## src/rtl/rapcla_pkg.sv

```systemverilog
// Shared types, default sizing and the segment-propagate helper for the RAPCLA error-recovery block.
package rapcla_pkg;

    typedef enum logic [1:0] {
        IDLE,
        WALK,
        DONE
    } state_t;

    localparam int DEF_WIDTH = 16;
    localparam int DEF_SEG   = 4;
    localparam int MAX_SEG   = 32;

    // A segment propagates only when every bit of a^b in it is set.
    function automatic logic seg_prop(input logic [MAX_SEG-1:0] t, input int seg);
        logic p;
        p = 1'b1;
        for (int i = 0; i < MAX_SEG; i++) begin
            if (i < seg) p = p & t[i];
        end
        return p;
    endfunction

endpackage

```

## src/rtl/rapcla_err_recovery_if.sv

```systemverilog
// Operand/result handshake bundle between the requesting datapath (master) and rapcla_err_recovery (slave).
interface rapcla_err_recovery_if #(
    parameter int WIDTH = 16
);
    logic             in_valid;
    logic             in_ready;
    logic [WIDTH-1:0] a;
    logic [WIDTH-1:0] b;
    logic             cin;
    logic             out_valid;
    logic             out_ready;
    logic [WIDTH-1:0] sum;
    logic             cout;
    logic [WIDTH-1:0] approx_sum;
    logic             err;
    logic [15:0]      err_count;

    modport slave (
        input  in_valid, a, b, cin, out_ready,
        output in_ready, out_valid, sum, cout, approx_sum, err, err_count
    );

    modport master (
        output in_valid, a, b, cin, out_ready,
        input  in_ready, out_valid, sum, cout, approx_sum, err, err_count
    );
endinterface

```

## src/rtl/rapcla_err_recovery_seg_gp.sv

```systemverilog
// Combinational group generate / propagate for one SEG-bit segment (carry-in excluded).
module rapcla_seg_gp
    import rapcla_pkg::*;
#(
    parameter int SEG = DEF_SEG
) (
    input  logic [SEG-1:0] a_i,
    input  logic [SEG-1:0] b_i,
    output logic           g_o,
    output logic           p_o
);
    logic [MAX_SEG-1:0] propBits;

    assign propBits = MAX_SEG'(a_i ^ b_i);
    assign g_o      = 1'(({1'b0, a_i} + {1'b0, b_i}) >> SEG);
    assign p_o      = seg_prop(propBits, SEG);
endmodule

```

## src/rtl/rapcla_err_recovery.sv

```systemverilog
// Variable-latency RAPCLA consumer: forms the speculative sum, then walks segments fixing mis-speculated carries.
// Optional saturating error counter enabled by defining RAPCLA_ERR_CNT_EN.
module rapcla_err_recovery
    import rapcla_pkg::*;
#(
    parameter int WIDTH = DEF_WIDTH,
    parameter int SEG   = DEF_SEG
) (
    input logic                 clk,
    input logic                 rst,
    rapcla_err_recovery_if.slave bus
);
    localparam int NSEG = WIDTH / SEG;
    localparam int KW   = (NSEG > 1) ? $clog2(NSEG) : 1;

    state_t           state_q;
    logic             in_ready_q, out_valid_q, cout_q, err_q, carry_q;
    logic [WIDTH-1:0] a_q, b_q, sum_q, approx_q;
    logic [NSEG-1:0]  g_q, p_q, spec_q;
    logic [KW-1:0]    k_q;

    logic [NSEG-1:0]  gIn, pIn, specIn;
    logic [WIDTH-1:0] approxIn;
    logic             anyProp, fastCout, carry_d, mispred;
    logic [SEG-1:0]   walkSeg_d;

    for (genvar gi = 0; gi < NSEG; gi++) begin : g_seg
        rapcla_seg_gp #(.SEG(SEG)) u_gp (
            .a_i (bus.a[gi*SEG +: SEG]),
            .b_i (bus.b[gi*SEG +: SEG]),
            .g_o (gIn[gi]),
            .p_o (pIn[gi])
        );
    end

    // Speculation: the carry into segment k is assumed to be the previous segment's generate alone.
    always_comb begin
        specIn    = '0;
        approxIn  = '0;
        anyProp   = 1'b0;
        specIn[0] = bus.cin;
        for (int k = 1; k < NSEG; k++) specIn[k] = gIn[k-1];
        for (int k = 0; k < NSEG; k++) begin
            approxIn[k*SEG +: SEG] = SEG'({1'b0, bus.a[k*SEG +: SEG]} + {1'b0, bus.b[k*SEG +: SEG]}
                                          + {{SEG{1'b0}}, specIn[k]});
        end
        for (int k = 0; k < NSEG - 1; k++) anyProp = anyProp | pIn[k];
        fastCout = gIn[NSEG-1] | (pIn[NSEG-1] & specIn[NSEG-1]);
    end

    always_comb begin
        walkSeg_d = SEG'({1'b0, a_q[k_q*SEG +: SEG]} + {1'b0, b_q[k_q*SEG +: SEG]}
                         + {{SEG{1'b0}}, carry_q});
        carry_d   = g_q[k_q] | (p_q[k_q] & carry_q);
        mispred   = carry_q != spec_q[k_q];
    end

    always_ff @(posedge clk or posedge rst) begin
        if (rst) begin
            state_q     <= IDLE;
            in_ready_q  <= 1'b1;
            out_valid_q <= 1'b0;
            sum_q       <= '0;
            approx_q    <= '0;
            cout_q      <= 1'b0;
            err_q       <= 1'b0;
            a_q         <= '0;
            b_q         <= '0;
            g_q         <= '0;
            p_q         <= '0;
            spec_q      <= '0;
            carry_q     <= 1'b0;
            k_q         <= '0;
        end else begin
            case (state_q)
                IDLE: begin
                    if (bus.in_valid) begin
                        a_q        <= bus.a;
                        b_q        <= bus.b;
                        g_q        <= gIn;
                        p_q        <= pIn;
                        spec_q     <= specIn;
                        sum_q      <= approxIn;
                        approx_q   <= approxIn;
                        carry_q    <= gIn[0] | (pIn[0] & bus.cin);
                        k_q        <= KW'(1);
                        err_q      <= 1'b0;
                        in_ready_q <= 1'b0;
                        // With no propagating segment below the top, every speculated carry is exact.
                        if (!anyProp) begin
                            cout_q      <= fastCout;
                            out_valid_q <= 1'b1;
                            state_q     <= DONE;
                        end else begin
                            state_q <= WALK;
                        end
                    end
                end
                WALK: begin
                    if (mispred) begin
                        sum_q[k_q*SEG +: SEG] <= walkSeg_d;
                        err_q                 <= 1'b1;
                    end
                    carry_q <= carry_d;
                    k_q     <= k_q + 1'b1;
                    if (k_q == KW'(NSEG - 1)) begin
                        cout_q      <= carry_d;
                        out_valid_q <= 1'b1;
                        state_q     <= DONE;
                    end
                end
                DONE: begin
                    if (bus.out_ready) begin
                        out_valid_q <= 1'b0;
                        in_ready_q  <= 1'b1;
                        state_q     <= IDLE;
                    end
                end
                default: state_q <= IDLE;
            endcase
        end
    end

    assign bus.in_ready   = in_ready_q;
    assign bus.out_valid  = out_valid_q;
    assign bus.sum        = sum_q;
    assign bus.approx_sum = approx_q;
    assign bus.cout       = cout_q;
    assign bus.err        = err_q;

`ifdef RAPCLA_ERR_CNT_EN
    logic [15:0] errCnt_q;

    always_ff @(posedge clk or posedge rst) begin
        if (rst) begin
            errCnt_q <= '0;
        end else if (state_q == DONE && bus.out_ready && err_q && errCnt_q != 16'hFFFF) begin
            errCnt_q <= errCnt_q + 16'd1;
        end
    end

    assign bus.err_count = errCnt_q;
`else
    assign bus.err_count = '0;
`endif
endmodule
```

## src/flat_wrapper.sv

```systemverilog
// flat-port wrapper written by rule: the top's interface ports become plain ports
module rapcla_err_recovery_flat import rapcla_pkg::*;
#(
    parameter int WIDTH = DEF_WIDTH,
    parameter int SEG   = DEF_SEG
)
  (clk, rst, bus_in_valid, bus_a, bus_b, bus_cin, bus_out_ready, bus_in_ready, bus_out_valid, bus_sum, bus_cout, bus_approx_sum, bus_err, bus_err_count);
  rapcla_err_recovery_if #(.WIDTH(WIDTH)) bus_i ();
  input logic clk;
  input logic rst;
  input wire logic [$bits(bus_i.in_valid)-1:0] bus_in_valid;
  input wire logic [$bits(bus_i.a)-1:0] bus_a;
  input wire logic [$bits(bus_i.b)-1:0] bus_b;
  input wire logic [$bits(bus_i.cin)-1:0] bus_cin;
  input wire logic [$bits(bus_i.out_ready)-1:0] bus_out_ready;
  output wire logic [$bits(bus_i.in_ready)-1:0] bus_in_ready;
  output wire logic [$bits(bus_i.out_valid)-1:0] bus_out_valid;
  output wire logic [$bits(bus_i.sum)-1:0] bus_sum;
  output wire logic [$bits(bus_i.cout)-1:0] bus_cout;
  output wire logic [$bits(bus_i.approx_sum)-1:0] bus_approx_sum;
  output wire logic [$bits(bus_i.err)-1:0] bus_err;
  output wire logic [$bits(bus_i.err_count)-1:0] bus_err_count;
  assign bus_i.in_valid = bus_in_valid;
  assign bus_i.a = bus_a;
  assign bus_i.b = bus_b;
  assign bus_i.cin = bus_cin;
  assign bus_i.out_ready = bus_out_ready;
  assign bus_in_ready = bus_i.in_ready;
  assign bus_out_valid = bus_i.out_valid;
  assign bus_sum = bus_i.sum;
  assign bus_cout = bus_i.cout;
  assign bus_approx_sum = bus_i.approx_sum;
  assign bus_err = bus_i.err;
  assign bus_err_count = bus_i.err_count;
  rapcla_err_recovery #(.WIDTH(WIDTH), .SEG(SEG)) u_core (.clk(clk), .rst(rst), .bus(bus_i));
endmodule
```

## config.mk

```make
export PLATFORM = sky130hd
export DESIGN_NAME = rapcla_err_recovery_flat
export DESIGN_NICKNAME = d
export VERILOG_FILES = /design/src/rtl/rapcla_pkg.sv /design/src/rtl/rapcla_err_recovery_if.sv /design/src/rtl/rapcla_err_recovery_seg_gp.sv /design/src/rtl/rapcla_err_recovery.sv /design/src/flat_wrapper.sv
export SDC_FILE = /design/constraint.sdc
export NUM_CORES = 1
export LEC_CHECK = 0
export CORE_MARGIN = 2
export CORE_UTILIZATION = 24
export CTS_CLUSTER_DIAMETER = 80
export DETAILED_ROUTE_END_ITERATION = 7
export HOLD_SLACK_MARGIN = 0.12
export SYNTH_ARGS = -nofsm -noshare
export SYNTH_HDL_FRONTEND = slang
export SYNTH_HIERARCHICAL = 1
export SYNTH_SLANG_ARGS = --single-unit
```

## constraint.sdc

```tcl
create_clock -name clk -period 8.9 [get_ports clk]
set_input_delay 2.67 -clock clk [delete_from_list [all_inputs] [get_ports clk]]
set_output_delay 2.67 -clock clk [all_outputs]
set_load 0.005 [all_outputs]
```

## Word-level counts from Yosys, hierarchy flattened

Index checks and enable logic that the tools add are counted.

| storage, ports and cells | value |
|---|---|
| bits of input ports | 37 |
| output and inout bits | 52 |
| flip-flop bits (word level) | 85 |
| word-level logic and storage cells | 108 |

| cells by class | value |
|---|---|
| muxes and demuxes | 33 |
| shifts and indexed selects | 4 |
| reductions and logical operators | 11 |
| $lt $le $gt $ge | 1 |
| $add $sub $neg | 12 |
| equal/unequal tests | 9 |
| bitwise operators | 24 |

Operators by type and width:

| kind | number |
|---|---|
| 4-bit negator with 34-bit output | 1 |
| 4-bit by 34-bit variable shift with 16-bit output (first input constant) | 1 |
| 4-bit by 34-bit variable part select with 16-bit output | 1 |
| 16-bit two-way mux | 2 |
| 16-bit one-hot mux with 2 select lines | 1 |
| 16-bit by 5-bit variable part select with 4-bit output | 2 |
| 4-bit by 1-bit adder with 4-bit output | 5 |
| 4-bit by 4-bit adder with 5-bit output | 4 |
| 16-bit bitwise mux | 1 |
| 4-bit bitwise XOR | 4 |
| 1-bit AND | 15 |
| 1-bit two-way mux | 14 |
| 2-bit two-way mux | 5 |
| 3-bit AND reduction | 3 |
| 1-bit one-hot mux with 2 select lines | 4 |
| 1-bit binary-select mux with 2-bit select | 3 |
| 2-bit != test (second input constant) | 3 |
| 2-bit one-hot mux with 3 select lines | 1 |
| 1-bit bitwise OR | 5 |
| 5-bit AND reduction | 1 |
| 4-bit adder | 1 |
| 2-bit equality test (second input constant) | 2 |
| 2-bit by 1-bit != test with 1-bit output (second input constant) | 2 |
| 2-bit one-hot mux with 2 select lines | 1 |
| 10 further kinds | 12 |

## Longest topological paths before layout

| depth | value |
|---|---|
| depth in word-level cells | 9 |
| depth in mapped cells | 10 |
| mapped depth without buffers | 10 |

## Hierarchy

Netlist, hierarchy kept.

By module, submodules not included:

| module | area each (um2) | times used | sequential area each (um2) | cells an instance |
|---|---|---|---|---|
| rapcla_err_recovery | 4389.2 | 1 | 2053.2 | 471 |
| rapcla_seg_gp | 77.6 | 4 | 0.0 | 9 |

## Least setup slack after synthesis

Ideal clock, no wire load.

| timing path | value |
|---|---|
| path type | input port to flip-flop |
| start point | in bus_a[1] |
| end point | reg u_core.sum_q[5], in the netlist u_core/bus.sum[5] |
| required time | 8765 ps |
| library setup time | 135 ps |
| arrival | 4267 ps |
| stages | 9 |
| path slack | 4499 ps |
| path through | ha_1 > a21oi_1 > o21ai_1 > inv_1 > fa_1 > inv_1 > fa_1 > a2bb2oi_1 > a21oi_1 |

| on the way | value |
|---|---|
| word-level cells in the longest chain between the ends | 4 |

Ends and longest elaborated chain:

| what | line | text |
|---|---|---|
| start: declaration | flat_wrapper.sv:12 | `input wire logic [$bits(bus_i.a)-1:0] bus_a;` |
| 4-bit by 4-bit adder with 5-bit output | -- |  |
| net u_core.gIn[0] | rapcla_err_recovery.sv:22 | `logic [NSEG-1:0] gIn, pIn, specIn;` |
| 4-bit by 1-bit adder with 4-bit output | rapcla_err_recovery.sv:45 | `+ {{SEG{1'b0}}, specIn[k]});` |
| net u_core.approxIn[5] | rapcla_err_recovery.sv:23 | `logic [WIDTH-1:0] approxIn;` |
| 16-bit two-way mux | rapcla_err_recovery.sv:77 | `if (bus.in_valid) begin` |
| 16-bit one-hot mux with 2 select lines | rapcla_err_recovery.sv:75 | `case (state_q)` |
| end signal: assignment | rapcla_err_recovery.sv:83 | `sum_q <= approxIn;` |
| end signal: indexed assignment | rapcla_err_recovery.sv:101 | `sum_q[k_q*SEG +: SEG] <= walkSeg_d;` |
| end: declaration | rapcla_err_recovery.sv:18 | `logic [WIDTH-1:0] a_q, b_q, sum_q, approx_q;` |

The timed path passes the listed nets, and every way through them passes these cells. The select of a mux whose other input is x is not followed.
A chain may end at the register's enable or synchronous reset.

## Worst setup path after layout

| timing path | value |
|---|---|
| start point | in bus_a[9] |
| end point | reg u_core.sum_q[13], in the netlist u_core/bus.sum[13] |

Same word-level chain as after synthesis.

==> parameters.txt <==
Parameter                              Value

Outcome
  Run status ... finished clean

Layout
  Layout Nets ... 651
  Cell area after layout ... 5900 um^2
  Post-route core utilization ... 30.5%
  Most common library cell in the layout ignoring fill and taps ... nand2_1
  Layout overhead on the synthesized area ... 25.6%
  Most frequent cells in the layout ... nand2_1, dfrtp_1, clkdlybuf4s50_1
  Fraction of layout cells with a size suffix above 1 ... 6.23%
  Inserted Diodes ... 0

Placement
  Total half-perimeter wirelength after legalization and detailed placement ... around 10000 um
  Last weighted congestion value of the routability-driven placer ... 0.793
  Dpl ws ... between 3 and 4 ns
  Total of buffers placed on input and output ports ... 72
  Cell area after placement ... 5640 um^2

Drt
  Detailed-route wire length ... about 13000 um
  Number of violations reported at the end of detailed-routing iteration 0 ... between 200 and 250
  Remaining antenna violation count ... 0
  Pre-antenna DRT Iters ... 4
  Wire length per cell after detailed routing ... about 15 um
  Number of remaining DRC errors ... 0
  Average via count per standard cell ... 4.33
  Via count ... about 3600

Synth
  Parity-gate share of the synthesized area counting xor and xnor cells ... approximately 3.2%
  Share of synthesized cell area in full adder, half adder and majority cells ... between 10% and 20%
  Netlist area before placement ... 4700 um^2
  Flip-flop cell with the highest count after synthesis ... dfrtp_1
  Synth area leader ... dfrtp_1
  Synthesized-area fraction occupied by and/or/nand/nor cells ... 17.6%
  Cell count after synthesis ... roughly 500
  Mux contribution to synthesized area ... 4.79%
  Count of flip-flops with a built-in enable after synthesis ... 0
  Unique masters post-synth ... 40
  Synth Area per Inst ... 9.27 um^2
  Proportion of synthesized chip area in sequential cells ... 43.7%
  Register bit total from synthesis ... 82
  Compound-gate portion of the synthesized area ... 11.8%
  Share of the synthesized area in the top cell type ... 43.1%
  Async set or reset register ratio after synthesis ... 100%
  Number of warning messages in the yosys log ... 6
  Dominant combinational cell family by area after synthesis ... simple AND/OR/NAND/NOR gates
  Leading cell types by total area after synthesis ... dfrtp_1, nand2_1, ha_1, mux4_2, fa_1

Worst setup path
  Cell with the biggest individual delay on the critical path ... clkdlybuf4s50_1
  Crit end category ... flip-flop
  Critical Path RT ... between 9 and 10 ns
  Cells on worst reg2reg path ... 7
  Maximum fanout along the worst path ... 4
  Cells along the critical path ... clkdlybuf4s50_1 > ha_1 > a21oi_1 > o21ai_1 > inv_1 > fa_1 > inv_1 > fa_1 > a2bb2oi_1 > a21oi_1
  Worst path arrival time ... 5.22 ns
  Delay contributed by the slowest stage of the critical path ... 0.51 ns
  Critical path startpoint category ... input pin
  Worst Setup Path Type ... in -> reg

GRT
  GR met3 Demand/Resource ... 3.33%
  Most heavily used metal layer in global routing ... met2
  GR met1 Demand/Resource ... 18.1%
  Number of antenna violations at the first check in global routing ... 0
  Largest net degree at the start of global routing ... 83
  Wire length of the first global-routing pass ... 20400 um
  Aggregate global routing overflow ... 0
  Grt met2 use ... approximately a fifth
  Vias in the first global route ... 3614
  Total track usage ... 13.2%

Run
  Number of violations of the max-capacitance limit ... 0

STA
  Fin. max-slew vios ... 0
  Hold violation count in the final report ... 0
  Fraction of the cycle the final worst path needs ... 56.2%
  Minimum clock period ... 5.00 ns
  Actual transition at the worst max-transition pin ... 1.10 ns
  PnR worst setup slack ... 3.90 ns
  Max_slew headroom ... approximately 27%
  Post-route clock skew ... around 0.0091 ns
  Setup-failing EPs final ... 0
  Total negative slack for setup checks ... 0 ns
  Peak clock frequency supported by timing ... 200 MHz
  Unrepaired setup endpoints after global routing ... no

Power and ir drop
  Maximum VDD drop ... 0.000109 V
  Overall power consumption ... around 0.0019 W
  Leak Pwr ... 2.71 nW
  Cell area power density ... 323 nW/um^2

Clock network
  Deepest clock path buffer count ... 2
  Clock slew at the register clock pins of the worst setup and hold paths ... 0.06 ns
  Count of hold-fix buffers inserted at cts ... 0
  Sink Count ... 82
  Clock Latency Late Sink ... 0.35 ns
  Clock root buffer ... clkbuf_16
  Total clock buffers created by CTS ... 9
  Count of cells resized by post-cts repair ... 0
  CTS tree ... yes
  Number of H-tree levels ... 3
  Post-CTS setup buffer count ... 0

Die
  Floorplan Core Area ... 19300 um^2
  Number of placement rows ... 51
  Die Y-Extent ... between 100 and 150 um
  I/O pins ... 89
  Total Die Area ... 20700 um^2
  Initial core utilization ... roughly a quarter
  Width of the chip ... 144 um

Worst hold path
  Number of stages on the worst hold path ... 2
  Type of the tightest min-delay check ... reg -> reg
-- power breakdown --
group,total (W),internal [W],switching (W)
Combinational,0.000881,0.000414,0.000468
Clock,0.000347,0.000196,0.000151
Sequential,0.000679,0.000547,0.000132
-- cell families after synthesis --
family | after synthesis
mux | 10
fa+ha+maj | 40
compound gates | 97
buf+inv | 63
other cells | 1
simple gates | 199
xor+xnor | 15
flops | 82
-- final timing paths --
path | from | end | slack [ns]
setup / recovery | bus_a[9] | u_core/bus.sum[13] | 3.90
hold / removal | u_core/b_q[10] | u_core/b_q[10] | 0.47
setup reg to reg | u_core/k_q[0] | u_core/bus.sum[10] | 5.70
hold reg to reg | u_core/b_q[10] | u_core/b_q[10] | 0.47
max in group asynchronous | rst | u_core/b_q[6] | 5.19
min in group asynchronous | rst | u_core/bus.approx_sum[1] | 2.98
-- cells in the mapped netlist, drive strengths merged, types with 5 or more instances --
library cell	count
a21oi	32
and3	6
buf	24
clkbuf	11
dfrtp	81
fa	10
ha	30
inv	28
mux4	10
nand2	146
nor2	25
nor2b	5
o21ai	44
xnor2	6
xor2	9
-- flip-flops by register name (all words and copies together), names as in the netlist --
register               count
u_core/a_q                16
u_core/b_q                16
u_core/bus.approx_sum     16
u_core/bus.sum            16
u_core/g_q                 4
u_core/p_q                 4
u_core/k_q                 2
u_core/state_q             2
u_core/bus.cout            1
u_core/bus.err             1
u_core/bus.in_ready        1
u_core/bus.out_valid       1
u_core/carry_q             1
u_core/spec_q              1
-- worst max-delay path, delay by kind of cell --
kind | cells | cell delay, ns
AOI/OAI and AO/OA | 4 | 0.63
buffers and inverters | 3 | 0.70
adders and majority gates | 3 | 1.22
-- layer usage --
metal / routed length (um) / part of all wire (%)
met1: 5980 / 46
met2: 5950 / 46
met3: 800 / 6.2
met4: 223 / 1.7
met5: 0 / 0
-- per-stage QoR --
step	std cells	hold slack, ns
global route	843	0.491
finish	843	0.467
detailed placement	828	0.458
floorplan	522	0.440
CTS	843	0.473
global placement	828	0.457
-- layout make-up --
class	count	area (um^2)
well taps	265	332
clock buffers	13	250
multi-input cells	377	2390
fillers	2033	13400
clock inverters	2	13.8
flip-flops and latches	82	2050
inverters	28	106
repair buffers	76	751
(Power assumes the default switching activity.)
